[config.mk]
export PLATFORM = sky130hd
export DESIGN_NAME = help_call_responder_flat
export DESIGN_NICKNAME = d
export VERILOG_FILES = /design/src/rtl/help_call_responder_pkg.sv /design/src/rtl/help_call_responder_if.sv /design/src/rtl/help_call_responder_sync_debounce.sv /design/src/rtl/help_call_responder.sv /design/src/flat_wrapper.sv
export SDC_FILE = /design/constraint.sdc
export NUM_CORES = 1
export LEC_CHECK = 0
export ABC_AREA = 1
export ABC_CLOCK_PERIOD_IN_PS = 2000
export CORE_ASPECT_RATIO = 0.8
export CORE_MARGIN = 5
export CORE_UTILIZATION = 40
export CTS_CLUSTER_SIZE = 14
export DETAILED_ROUTE_END_ITERATION = 8
export DONT_BUFFER_PORTS = 1
export PLACE_DENSITY_LB_ADDON = 0.08
export SETUP_SLACK_MARGIN = 0.1
export SLEW_MARGIN = 5
export SYNTH_ARGS = -nofsm -noshare
export SYNTH_HDL_FRONTEND = slang
export SYNTH_HIERARCHICAL = 1
export SYNTH_SLANG_ARGS = --single-unit
[constraint.sdc]
create_clock -name clk -period 2 [get_ports clk]
set_clock_uncertainty 0.05 [all_clocks]
set_input_delay 0.3 -clock clk [delete_from_list [all_inputs] [get_ports clk]]
set_output_delay 0.3 -clock clk [all_outputs]
set_load 0.1 [all_outputs]
[src/rtl/help_call_responder_pkg.sv]
`default_nettype none
// ============================================================================
//  Module      : help_call_responder_pkg
//  Description : Shared types and default timing constants for the help-call
//                responder.
//  Revision    : 1.0 - initial release
// ============================================================================
package help_call_responder_pkg;

    // Call-handling FSM states
    typedef enum logic [2:0] {
        ST_IDLE       = 3'd0,
        ST_RINGING    = 3'd1,
        ST_ESCALATED  = 3'd2,
        ST_ACKED      = 3'd3,
        ST_WAIT_CLEAR = 3'd4
    } state_t;

    // Default timing at a 50 MHz system clock
    localparam int DEF_DEBOUNCE_CYCLES = 50_000;      // 1 ms
    localparam int DEF_ACK_HOLD_CYCLES = 2_500_000;   // 50 ms
    localparam int DEF_ESCALATE_CYCLES = 25_000_000;  // 500 ms
    localparam int DEF_BLINK_BIT       = 22;

    localparam int TIMER_W = 25;
    localparam int COUNT_W = 8;

endpackage : help_call_responder_pkg
`default_nettype wire

[src/rtl/help_call_responder_if.sv]
`default_nettype none
// ============================================================================
//  Module      : help_call_responder_if
//  Description : Pin bundle between the remote unit / operator panel and the
//                help-call responder. All single-bit pins are active-low.
//  Revision    : 1.0 - initial release
// ============================================================================
interface help_call_responder_if;

    logic       call_help_n;
    logic       ack_btn_n;
    logic       buzzer_pin;
    logic       ring_led_pin;
    logic       ack_out_n;
    logic       escalate_pin;
    logic [7:0] call_count;

    // Responder side
    modport slave (
        input  call_help_n,
        input  ack_btn_n,
        output buzzer_pin,
        output ring_led_pin,
        output ack_out_n,
        output escalate_pin,
        output call_count
    );

    // Environment side (remote unit, operator panel, test bench)
    modport master (
        output call_help_n,
        output ack_btn_n,
        input  buzzer_pin,
        input  ring_led_pin,
        input  ack_out_n,
        input  escalate_pin,
        input  call_count
    );

endinterface : help_call_responder_if
`default_nettype wire

[src/rtl/help_call_responder_sync_debounce.sv]
`default_nettype none
// ============================================================================
//  Module      : sync_debounce
//  Description : Two-flop synchronizer followed by a debouncer whose output
//                follows the synchronized input only after DEBOUNCE_CYCLES
//                consecutive samples that differ from the current output.
//  Revision    : 1.0 - initial release
// ============================================================================
module sync_debounce #(
    parameter int DEBOUNCE_CYCLES = 50_000,
    parameter bit RESET_LEVEL     = 1'b1
) (
    input  wire logic clk,
    input  wire logic reset,
    input  wire logic din_i,
    output logic      dout_o
);

    localparam int              CNT_W    = (DEBOUNCE_CYCLES > 1) ? $clog2(DEBOUNCE_CYCLES) : 1;
    localparam logic [CNT_W-1:0] CNT_LAST = CNT_W'(DEBOUNCE_CYCLES - 1);

    logic             meta_q;
    logic             sync_q;
    logic             db_q;
    logic [CNT_W-1:0] cnt_q;

    // Bring the asynchronous pin into the clock domain
    always_ff @(posedge clk or posedge reset) begin
        if (reset) begin
            meta_q <= RESET_LEVEL;
            sync_q <= RESET_LEVEL;
        end else begin
            meta_q <= din_i;
            sync_q <= meta_q;
        end
    end

    // Count consecutive differing samples; accept the new level on the last one
    always_ff @(posedge clk or posedge reset) begin
        if (reset) begin
            db_q  <= RESET_LEVEL;
            cnt_q <= '0;
        end else if (sync_q != db_q) begin
            if (cnt_q == CNT_LAST) begin
                db_q  <= sync_q;
                cnt_q <= '0;
            end else begin
                cnt_q <= cnt_q + 1'b1;
            end
        end else begin
            cnt_q <= '0;
        end
    end

    assign dout_o = db_q;

endmodule : sync_debounce
`default_nettype wire

[src/rtl/help_call_responder.sv]
`default_nettype none
// ============================================================================
//  Module      : help_call_responder
//  Description : Emergency help-call responder. Debounces the remote call and
//                operator acknowledge inputs, rings the operator, returns an
//                acknowledge pulse to the remote unit and counts calls.
//                Optional feature macro: RESPONDER_ESCALATE_EN - when defined,
//                an unacknowledged call escalates to a secondary responder.
//  Revision    : 1.0 - initial release
// ============================================================================
module help_call_responder
    import help_call_responder_pkg::*;
#(
    parameter int DEBOUNCE_CYCLES = DEF_DEBOUNCE_CYCLES,
    parameter int ACK_HOLD_CYCLES = DEF_ACK_HOLD_CYCLES,
    parameter int ESCALATE_CYCLES = DEF_ESCALATE_CYCLES,
    parameter int BLINK_BIT       = DEF_BLINK_BIT
) (
    input  wire logic             clk,
    input  wire logic             reset,
    help_call_responder_if.slave  bus
);

    localparam logic [TIMER_W-1:0] ACK_LAST = TIMER_W'(ACK_HOLD_CYCLES - 1);
`ifdef RESPONDER_ESCALATE_EN
    localparam logic [TIMER_W-1:0] ESC_LAST = TIMER_W'(ESCALATE_CYCLES - 1);
`endif

    logic               call_db;
    logic               ack_db;
    logic               ack_prev_q;
    logic               call_active;
    logic               ack_edge;

    state_t             state_q;
    state_t             state_d;
    logic [TIMER_W-1:0] timer_q;
    logic [TIMER_W-1:0] timer_d;
    logic [COUNT_W-1:0] count_q;
    logic [COUNT_W-1:0] count_d;

    logic               buzzer_n;
    logic               ring_led_n;
    logic               ack_out_n;
    logic               escalate_n;

    sync_debounce #(
        .DEBOUNCE_CYCLES (DEBOUNCE_CYCLES),
        .RESET_LEVEL     (1'b1)
    ) u_call_db (
        .clk    (clk),
        .reset  (reset),
        .din_i  (bus.call_help_n),
        .dout_o (call_db)
    );

    sync_debounce #(
        .DEBOUNCE_CYCLES (DEBOUNCE_CYCLES),
        .RESET_LEVEL     (1'b1)
    ) u_ack_db (
        .clk    (clk),
        .reset  (reset),
        .din_i  (bus.ack_btn_n),
        .dout_o (ack_db)
    );

    assign call_active = ~call_db;
    // Press = debounced level falling from released (1) to pressed (0)
    assign ack_edge    = ack_prev_q & ~ack_db;

    // State, timer, call counter and ack edge-detect registers
    always_ff @(posedge clk or posedge reset) begin
        if (reset) begin
            state_q    <= ST_IDLE;
            timer_q    <= '0;
            count_q    <= '0;
            ack_prev_q <= 1'b1;
        end else begin
            state_q    <= state_d;
            timer_q    <= timer_d;
            count_q    <= count_d;
            ack_prev_q <= ack_db;
        end
    end

    // Next-state decision
    always_comb begin
        state_d = state_q;
        case (state_q)
            ST_IDLE: begin
                if (call_active) state_d = ST_RINGING;
            end
            ST_RINGING: begin
                if (ack_edge)          state_d = ST_ACKED;
                else if (!call_active) state_d = ST_IDLE;
`ifdef RESPONDER_ESCALATE_EN
                else if (timer_q == ESC_LAST) state_d = ST_ESCALATED;
`endif
            end
            ST_ESCALATED: begin
`ifdef RESPONDER_ESCALATE_EN
                if (ack_edge)          state_d = ST_ACKED;
                else if (!call_active) state_d = ST_IDLE;
`else
                // Unreachable without escalation; recover to a safe state
                state_d = ST_IDLE;
`endif
            end
            ST_ACKED: begin
                if (timer_q == ACK_LAST) state_d = ST_WAIT_CLEAR;
            end
            ST_WAIT_CLEAR: begin
                if (!call_active) state_d = ST_IDLE;
            end
            default: state_d = ST_IDLE;
        endcase
    end

    // Timer restarts on every state change, otherwise counts up and saturates;
    // only the IDLE to RINGING transition counts as a new call
    always_comb begin
        if (state_d != state_q)  timer_d = '0;
        else if (&timer_q)       timer_d = timer_q;
        else                     timer_d = timer_q + 1'b1;

        count_d = count_q;
        if ((state_q == ST_IDLE) && (state_d == ST_RINGING) && !(&count_q))
            count_d = count_q + 1'b1;
    end

    // Moore output decode, all active-low
    always_comb begin
        buzzer_n   = 1'b1;
        ring_led_n = 1'b1;
        ack_out_n  = 1'b1;
        escalate_n = 1'b1;
        case (state_q)
            ST_RINGING: begin
                buzzer_n   = timer_q[BLINK_BIT];
                ring_led_n = 1'b0;
            end
            ST_ESCALATED: begin
`ifdef RESPONDER_ESCALATE_EN
                buzzer_n   = 1'b0;
                ring_led_n = 1'b0;
                escalate_n = 1'b0;
`endif
            end
            ST_ACKED: begin
                ring_led_n = 1'b0;
                ack_out_n  = 1'b0;
            end
            default: ;
        endcase
    end

    assign bus.buzzer_pin   = buzzer_n;
    assign bus.ring_led_pin = ring_led_n;
    assign bus.ack_out_n    = ack_out_n;
`ifdef RESPONDER_ESCALATE_EN
    assign bus.escalate_pin = escalate_n;
`else
    assign bus.escalate_pin = 1'b1;
`endif
    assign bus.call_count   = count_q;

endmodule : help_call_responder
`default_nettype wire

[src/flat_wrapper.sv]
// flat-port wrapper written by rule: the top's interface ports become plain ports
module help_call_responder_flat import help_call_responder_pkg::*;
#(
    parameter int DEBOUNCE_CYCLES = DEF_DEBOUNCE_CYCLES,
    parameter int ACK_HOLD_CYCLES = DEF_ACK_HOLD_CYCLES,
    parameter int ESCALATE_CYCLES = DEF_ESCALATE_CYCLES,
    parameter int BLINK_BIT       = DEF_BLINK_BIT
)
  (clk, reset, bus_call_help_n, bus_ack_btn_n, bus_buzzer_pin, bus_ring_led_pin, bus_ack_out_n, bus_escalate_pin, bus_call_count);
  help_call_responder_if bus_i ();
  input  wire logic clk;
  input  wire logic reset;
  input wire logic [$bits(bus_i.call_help_n)-1:0] bus_call_help_n;
  input wire logic [$bits(bus_i.ack_btn_n)-1:0] bus_ack_btn_n;
  output wire logic [$bits(bus_i.buzzer_pin)-1:0] bus_buzzer_pin;
  output wire logic [$bits(bus_i.ring_led_pin)-1:0] bus_ring_led_pin;
  output wire logic [$bits(bus_i.ack_out_n)-1:0] bus_ack_out_n;
  output wire logic [$bits(bus_i.escalate_pin)-1:0] bus_escalate_pin;
  output wire logic [$bits(bus_i.call_count)-1:0] bus_call_count;
  assign bus_i.call_help_n = bus_call_help_n;
  assign bus_i.ack_btn_n = bus_ack_btn_n;
  assign bus_buzzer_pin = bus_i.buzzer_pin;
  assign bus_ring_led_pin = bus_i.ring_led_pin;
  assign bus_ack_out_n = bus_i.ack_out_n;
  assign bus_escalate_pin = bus_i.escalate_pin;
  assign bus_call_count = bus_i.call_count;
  help_call_responder #(.DEBOUNCE_CYCLES(DEBOUNCE_CYCLES), .ACK_HOLD_CYCLES(ACK_HOLD_CYCLES), .ESCALATE_CYCLES(ESCALATE_CYCLES), .BLINK_BIT(BLINK_BIT)) u_core (.clk(clk), .reset(reset), .bus(bus_i));
endmodule
==> Word-level counts from Yosys, hierarchy flattened <==
Index checks and enable logic that the tools add are counted.
{ "totals": {"elab_cells": 52, "input_bits": 4, "reg_bits": 75, "out_inout_bits": 12} }
{ "op_classes": {"n_reduce_logical": 9, "mux": 14, "bitwise_logic": 2, "eq_ne": 11, "n_addsub": 4} }
{ "ops": {"columns": ["cell", "count"], "rows": [
  ["$mux W16", 4],
  ["$mux W25", 2],
  ["$add A16 B1 Y16 const B", 2],
  ["$eq A16 B16 Y1 const B", 2],
  ["$add A25 B1 Y25 const B", 1],
  ["$eq A25 B22 Y1 const B", 1],
  ["$reduce_and A25 Y1", 1],
  ["$mux W3", 4],
  ["$pmux W3 S4", 1],
  ["$add A8 B1 Y8 const B", 1],
  ["$reduce_and A8 Y1", 1],
  ["$eq A3 B1 Y1 const B", 2],
  ["$reduce_and A2 Y1", 2],
  ["$eq A3 B2 Y1 const B", 1],
  ["$eq A3 B3 Y1 const B", 1],
  ["$logic_not A3 Y1", 1],
  ["$mux W1", 3],
  ["$ne A3 B3 Y1", 1],
  ["$logic_and A1 B1 Y1", 2],
  ["$ne A1 B1 Y1", 2],
  ["$ne A2 B1 Y1 const B", 1],
  ["$reduce_or A2 Y1", 1],
  ["$and A1 B1 Y1", 1],
  ["$logic_not A1 Y1", 1],
  ["$not A1 Y1", 1]
]} }

==> Longest topological paths before layout <==
Gate-level depths: netlist of run 1.
{ "depth": {"depth_word": 7, "mapped_depth": 13, "ltp_nobuf": 12} }

==> Cells and area by module <==
The synthesis of run 1 kept the hierarchy.
{ "by_module_without_submodules": {"columns": ["mod", "cells_per_inst", "area_per_inst_um2", "instances", "seq_area_each_um2"], "rows": [
  ["help_call_responder", 344, 2447.3, 1, 927.1],
  ["sync_debounce", 130, 1028.5, 2, 479.2]
]} }

==> Worst setup path after synthesis of run 1 <==
No wires, ideal clock.
{ "synth_path": {"kind": "register -> register", "startpoint": "register u_core.count_q[1] (netlist: u_core/bus.call_count[1])", "endpoint": "register u_core.count_q[7] (netlist: u_core/bus.call_count[7])", "stages_incl_launch_ff": 10, "n_path_buf": 0, "t_required_ns": 1.788, "period_less_slack_ns": 2.241, "slack_ns": -0.241, "t_arrival_ns": 2.029, "setup_time_ns": 0.162, "path_cell_list": "dfrtp_1 ha_1 nand2_1 nor2_1 nand4_1 nand2_1 nor2_1 nand3_1 nor2_1 xor2_1"} }
{ "synth_between": {"elab_chain_cells": 3, "elab_cells_between_ends": 4, "classes_between": "1 x add/sub; 3 x reduce/logical"} }
{ "synth_rtl": {"columns": ["item", "line_no", "text"], "rows": [
  ["from (decl)", "help_call_responder.sv:39", "logic [COUNT_W-1:0] count_q;"],
  ["from (signal assigned)", "help_call_responder.sv:81", "count_q <= count_d;"],
  ["branches (longest 3 deep; another with $add A8 B1 Y8)", null, null]
]} }
Several ways; the timed one is not identified.
A chain may end at the register's enable or synchronous reset.

==> Worst setup path after layout of run 1 <==
{ "layout_path": {"startpoint": "register u_core.state_q[0]", "endpoint": "output port bus_buzzer_pin"} }
{ "layout_between": {"elab_chain_cells": 2} }
{ "layout_rtl": {"columns": ["item", "line_no", "text"], "rows": [
  ["from (decl)", "help_call_responder.sv:35", "state_t state_q;"],
  ["from (signal assigned)", "help_call_responder.sv:79", "state_q <= state_d;"],
  ["$eq A3 B1 Y1", "help_call_responder.sv:137", "case (state_q)"],
  ["$mux W1", "help_call_responder.sv:137", null],
  ["to (decl)", "flat_wrapper.sv:15", "output wire logic [$bits(bus_i.buzzer_pin)-1:0] bus_buzzer_pin;"]
]} }
Every way passes these cells.

==> results of run 1 <==
==> cells by family (layout without fill, tap and decap cells) <==
kind of cell / after synthesis / after routing / synth area share
and+or+nand+nor: 371 / 374 / 0.3933
adders and majority gates: 4 / 4 / 0.01111
AOI/OAI and AO/OA: 36 / 36 / 0.04583
buffers and inverters: 96 / 142 / 0.08611
xor gates and xnor gates: 21 / 21 / 0.04417
DFF: 75 / 75 / 0.4186
other: 1 / 1 / 0.0008325
==> final cells by class <==
class / instances / area [sq um]
fill: 1067 / 5514
multi-input combinational: 436 / 2402
sequential: 75 / 1899
inverter: 93 / 349.1
timing repair buffer: 33 / 267.8
clock buffer: 12 / 246.5
tap: 144 / 180.2
clock inverter: 4 / 73.82
==> final timing paths <==
path                                             startpoint                          endpoint  slack [ps]  depth (start not counted)
min in group asynchronous                             reset       u_core/state_q[2]$_DFF_PP0_         470                          2
hold / removal             u_core/u_ack_db/meta_q$_DFF_PP1_  u_core/u_ack_db/sync_q$_DFF_PP1_         300                          0
setup reg to reg              u_core/timer_q[1]$_DFFE_PP0P_     u_core/timer_q[4]$_DFFE_PP0P_         130                         11
hold reg to reg            u_core/u_ack_db/meta_q$_DFF_PP1_  u_core/u_ack_db/sync_q$_DFF_PP1_         300                          0
max in group asynchronous                             reset       u_core/ack_prev_q$_DFF_PP1_         770                          3
setup / recovery                u_core/state_q[0]$_DFF_PP0_                    bus_buzzer_pin         110                          6
==> per-layer routing <==
metal | track usage | share of wire | up-vias
met5 | 0 | 0 | -
met4 | 0.05397 | 0.016 | 0
met3 | 0.03825 | 0.047 | 15
met2 | 0.2371 | 0.44 | 84
met1 | 0.2342 | 0.50 | 1801
li1 | - | - | 1996
==> registers in the layout, indices dropped and copies added, names as in the netlist <==
name	count
u_core/u_ack_db/meta_q	1
u_core/bus.call_count	8
u_core/u_ack_db/dout_o	1
u_core/u_ack_db/cnt_q	16
u_core/u_ack_db/sync_q	1
u_core/timer_q	25
u_core/u_call_db/cnt_q	16
u_core/u_call_db/dout_o	1
u_core/ack_prev_q	1
u_core/u_call_db/sync_q	1
u_core/u_call_db/meta_q	1
u_core/state_q	3
==> repair_timing <==
action                                  in CTS  in global routing
cloned                                       0                  3
buffers inserted                             3                  7
hold endpoints to repair                    45                  0
hold buffers                                 3                  0
pin swaps                                    0                  7
endpoints found under the setup margin      25                 25
resized for setup                            2                 28
==> Yosys cell counts (2+ instances only) <==
library cell,n
xor2_1,13
ha_1,4
a21o_1,2
nor2_1,107
nor3_2,2
inv_2,7
xnor2_1,6
dfstp_2,7
xor2_2,2
nor2_4,9
inv_1,86
nor3b_2,2
dfrtp_1,68
a31oi_1,5
nand3_1,52
nand2_1,139
o21bai_1,2
o21ai_1,2
nand3_2,5
nor2_2,11
nor3_4,2
a21oi_1,6
nand2_2,11
o21ai_0,16
nor3_1,6
nor4_1,2
nand4_1,18
==> metrics by stage <==
step	setup WS [ps]	power (mW)
after floorplan	155.8	1.635
after global placement	62.23	1.656
after detailed placement	2.649	1.658
after CTS	50.09	3.438
after global routing	5.672	3.518
final	108.2	3.378
==> power by group <==
group	leakage, nW	switching (mW)	internal, mW
clock	0.157	0.619	1.13
sequential	0.988	0.0118	1.54
combinational	1.48	0.0642	0.0207
==> worst max-delay path, delay by kind of cell, from the launching register on <==
| kind | cells | cell delay [ps] |
|---|---|---|
| simple gates | 3 | 330 |
| flops | 1 | 470 |
| buf+inv | 3 | 410 |
==> impl_metrics.py, run 1 <==
metrics = {
    "status": {
        "status": "completed",
    },
    "cts": {
        "numCtsBuffers": 9,
        "cts_root_cell": "clkbuf_16",
        "cts_tree": "done",
        "cts-htree-levels": 3,
        "cts.sink_count": 75,
        "clock_insertion_delay_worst_skew_ps": 340,
        "clk_pin_slew_worst_paths_ps": 60,
        "buffer_depth_of_the_longest_clock_path": 2,
    },
    "detailed_routing": {
        "detailroute.via_count": 3896,
        "wl_per_cell_um": 13.30,
        "route.detailed.vias_per_inst": 4.888,
        "drt-initial-drc-count": 297,
        "drt_pre_antenna_iters": 5,
        "antenna_violating_nets_post_route": 0,
        "drc_errors": 0,
        "drt_wl_total_mm": 10.60,
    },
    "logic_synthesis": {
        "synth.lib_cells_used.distinct": 39,
        "dominantRegCellSynth": "dfrtp_1",
        "synth.area.top_cells": "dfrtp_1 38%, nand2_1 12%, nor2_1 8.9%",
        "syn_nets": 612,
        "synth.yosys.seq_area_share": 0.4186,
        "number_of_enable_flip_flop_cells_after_synthesis": 0,
        "syn-mean-instance-area_sq_um": 7.457,
        "synth_top_area_frac": 0.3778,
        "asyncSetResetFlopFracSynth": 1.000,
        "synthesis.area_sq_um": 4504,
        "synthDominantAreaCellType": "dfrtp_1",
        "yosysWarnings": 6,
        "netlist_instances": 604,
        "flops_latches_synth": 75,
    },
    "pwr": {
        "max-vdd-ir-drop_uv": 513.4,
        "static-leakage-power_nw": 2.621,
        "powerDensity_nw_per_um2": 623.4,
    },
    "grt": {
        "number_of_antenna_violations_at_the_first_check_in_global_routing": 0,
        "grt.overflow.total": 0,
        "maximum_number_of_pins_on_one_net_before_global_route_repair": 20,
        "grt.total_usage": 0.1617,
        "grt_first_pass_wirelength_mm": 17.69,
        "grt_pass1_vias": 3762,
    },
    "placed_design": {
        "post_dp_cell_area_sq_um": 4808,
        "numPortBuffers": 0,
        "post-place-cells": 765,
        "detailed_place_hpwl_mm": 7.536,
        "place.gp.congestion": 0.9026,
    },
    "worst_setup_path": {
        "worstSetupStartpointType": "register",
        "crit_path_frequent_cell": "inv_2",
        "critical_path_required_ps": 1650,
        "critical_path_peak_fanout": 5,
        "worst_path_max_delay_cell": "dfrtp_1",
        "worst_setup_path_end_kind": "output port",
        "critical_path.cell_chain": "inv_2, nor2_2, nand2_2, inv_2, nand2_1, buf_4",
        "timing.critical_path.arrival_ps": 1540,
        "slowest_delay_ps": 470,
        "crit_type": "register to output port",
    },
    "timing": {
        "hold_viol": 0,
        "setup_viol": 0,
        "timing.setup.tns_ps": 0,
        "fin_worst_hold_slack_ps": 304.9,
        "fin_crit_sh": 0.9459,
        "timing.final.max_slew_violations": 0,
        "achievable-frequency_mhz": 528.6,
        "finalCriticalPeriod_ps": 1892,
        "tightest_slew_ps": 729.5,
        "rsz_0062_raised_after_global_routing": "true",
        "timing.slew.headroom": 0.5131,
    },
    "finish": {
        "final_layout_size_suffix_gt1_frac": 0.2021,
        "final_cell_area_sq_um": 5419,
        "fin_util": 0.4957,
        "layoutNonFillerInstCount": 797,
        "commonest_cells_after_routing_fill_and_taps_aside": "137 x nand2_1, 100 x nor2_1, 86 x inv_1",
        "antennaDiodeCount": 0,
        "nets": 656,
        "flow.area_growth_from_synthesis_pct": 20.31,
        "layout_commonest_cell": "nand2_1",
    },
    "floorplanning": {
        "row_count": 34,
        "design.portCount": 16,
        "dieArea_sq_um": 13500,
        "die_w_um": 128.6,
        "floorplan.die.height_um": 104.9,
        "floorplan.initialDensity": 0.4120,
        "core_sq_um": 10930,
    },
    "hold_path": {
        "hp-class": "register to register",
    },
    "job": {
        "drv.max_cap_violation_count": 0,
    },
}
No activity file was read; power rests on OpenSTA's default activity.
==> run 2, diff against run 1 <==
Settings changed: MAX_ROUTING_LAYER from default to met4.
==> impl_metrics.py, run 2 (synthesis results as in run 1) <==
metrics = {
    "grt": {
        "grt.overflow.total": 0,
        "grt_pass1_vias": 3675,
        "number_of_antenna_violations_at_the_first_check_in_global_routing": 0,
        "grt_first_pass_wirelength_mm": 17.91,
        "maximum_number_of_pins_on_one_net_before_global_route_repair": 20,
        "grt.total_usage": 0.1679,
    },
    "timing": {
        "timing.final.max_slew_violations": 0,
        "setup_viol": 0,
        "achievable-frequency_mhz": 541.0,
        "hold_viol": 0,
        "tightest_slew_ps": 755.1,
        "timing.setup.tns_ps": 0,
        "rsz_0062_raised_after_global_routing": "true",
        "fin_crit_sh": 0.9242,
        "timing.slew.headroom": 0.4961,
        "finalCriticalPeriod_ps": 1848,
    },
    "floorplanning": {
        "core_sq_um": 10930,
        "design.portCount": 16,
        "dieArea_sq_um": 13500,
        "row_count": 34,
        "floorplan.die.height_um": 104.9,
        "die_w_um": 128.6,
        "floorplan.initialDensity": 0.4120,
    },
    "worst_setup_path": {
        "critical_path_peak_fanout": 8,
        "critical_path_required_ps": 2170,
        "worst_path_max_delay_cell": "dfrtp_1",
        "rr_startpoint": "u_core/timer_q[0]$_DFFE_PP0P_",
        "slowest_delay_ps": 420,
        "worst_setup_path_end_kind": "register",
        "crit_type": "register to register",
        "worstSetupStartpointType": "register",
        "critical_path.cell_chain": "ha_4, nand2_4, nor2_4, nand3_2, nor2_2, nand2_2, a21oi_2, nor2_4, buf_12, nand2_4, nor2_2",
        "timing.critical_path.from": "u_core/timer_q[0]$_DFFE_PP0P_",
        "timing.critical_path.arrival_ps": 2020,
    },
    "placed_design": {
        "place.gp.congestion": 0.8833,
        "post_dp_cell_area_sq_um": 4816,
        "numPortBuffers": 0,
        "detailed_place_hpwl_mm": 7.698,
    },
    "detailed_routing": {
        "wl_per_cell_um": 13.61,
        "drt_pre_antenna_iters": 5,
        "route.detailed.vias_per_inst": 4.911,
        "antenna_violating_nets_post_route": 0,
        "detailroute.via_count": 3899,
        "drc_errors": 0,
        "drt-initial-drc-count": 262,
        "drt_wl_total_mm": 10.80,
    },
    "finish": {
        "nets": 653,
        "flow.area_growth_from_synthesis_pct": 19.14,
        "antennaDiodeCount": 0,
        "layout_top_registers": "u_core/timer_q x25, u_core/u_ack_db/cnt_q x16, u_core/u_call_db/cnt_q x16",
        "max_ffs_per_register": 25,
        "layout_commonest_cell": "nand2_1",
        "final_cell_area_sq_um": 5366,
        "commonest_cells_after_routing_fill_and_taps_aside": "137 x nand2_1, 105 x nor2_1, 86 x inv_1",
        "final.fill_count": 1096,
        "final_layout_size_suffix_gt1_frac": 0.1908,
        "regMostFlops": "u_core/timer_q",
    },
    "status": {
        "status": "completed",
    },
    "cts": {
        "clock_insertion_delay_worst_skew_ps": 340,
        "clk_pin_slew_worst_paths_ps": 60,
        "numCtsBuffers": 9,
        "cts.sink_count": 75,
        "cts_tree": "done",
        "buffer_depth_of_the_longest_clock_path": 2,
        "cts_root_cell": "clkbuf_16",
        "cts-htree-levels": 3,
    },
    "hold_path": {
        "hp-class": "register to register",
        "worst_hold_startpoint": "u_core/u_ack_db/meta_q$_DFF_PP1_",
    },
    "pwr": {
        "static-leakage-power_nw": 2.608,
        "max-vdd-ir-drop_uv": 363.4,
        "powerDensity_nw_per_um2": 603.7,
    },
    "job": {
        "drv.max_cap_violation_count": 0,
    },
}
-- run 2: power by group --
part           total (mW)  internal (mW)  switching [mW]
clock                1.61          0.968           0.639
sequential           1.55           1.53          0.0123
combinational      0.0854         0.0209          0.0645
-- run 2: final timing paths --
kind	end	depth (start not counted)	slack (ps)
setup / recovery	u_core/timer_q[2]$_DFFE_PP0P_	11	150
hold / removal	u_core/u_ack_db/sync_q$_DFF_PP1_	0	310
setup reg to reg	u_core/timer_q[2]$_DFFE_PP0P_	11	150
hold reg to reg	u_core/u_ack_db/sync_q$_DFF_PP1_	0	310
max in group asynchronous	u_core/u_call_db/cnt_q[14]$_DFF_PP0_	2	840
min in group asynchronous	u_core/bus.call_count[5]$_DFFE_PP0P_	3	510
-- run 2: final cells by class --
cell class,count,area (sq um),area share
Inverter,93,349.1,0.06505
Clock inverter,6,65.06,0.01212
Clock buffer,10,229.0,0.04267
Tap cell,144,180.2,0.03357
Timing Repair Buffer,29,254.0,0.04733
Multi-Input combinational cell,437,2390,0.4453
Sequential cell,75,1899,0.3539
-- run 2: repair_timing --
action,CTS,global route
endpoints found under the hold margin,70,0
hold buffers,3,0
resized for setup,1,24
setup endpoints to repair,11,27
cloned,0,4
setup buffers,1,4
pin swaps,0,9
-- run 2: per-stage QoR --
| step | power, mW | hold slack (ps) | setup WS, ps | instances | utilization |
|---|---|---|---|---|---|
| finish | 3.240 | 308.8 | 151.6 | 794 | 0.4908 |
| global route | 3.391 | 316.7 | 59.62 | 794 | 0.4908 |
| CTS | 3.301 | 309.8 | 90.02 | 786 | 0.4725 |
| detailed placement | 1.658 | 222.6 | 77.90 | 766 | 0.4405 |
| global placement | 1.656 | 205.9 | 87.79 | 766 | 0.4405 |
| floorplan | 1.635 | 198.9 | 155.8 | 604 | - |
-- run 2: routing by layer --
metal / routed length (um) / share of wire / global-route usage
met1: 5552 / 0.51 / 0.2435
met2: 4689 / 0.43 / 0.2367
met3: 455 / 0.042 / 0.03978
met4: 105 / 0.0097 / 0.03973
met5: 0 / 0 / -
-- run 2: critical path, delay by kind of cell (launching register included) --
kind                       cells  cell delay (ps)
AOI/OAI and AO/OA              1              200
adders and majority gates      1              180
buffers and inverters          1              150
DFF                            1              420
and+or+nand+nor                8              720
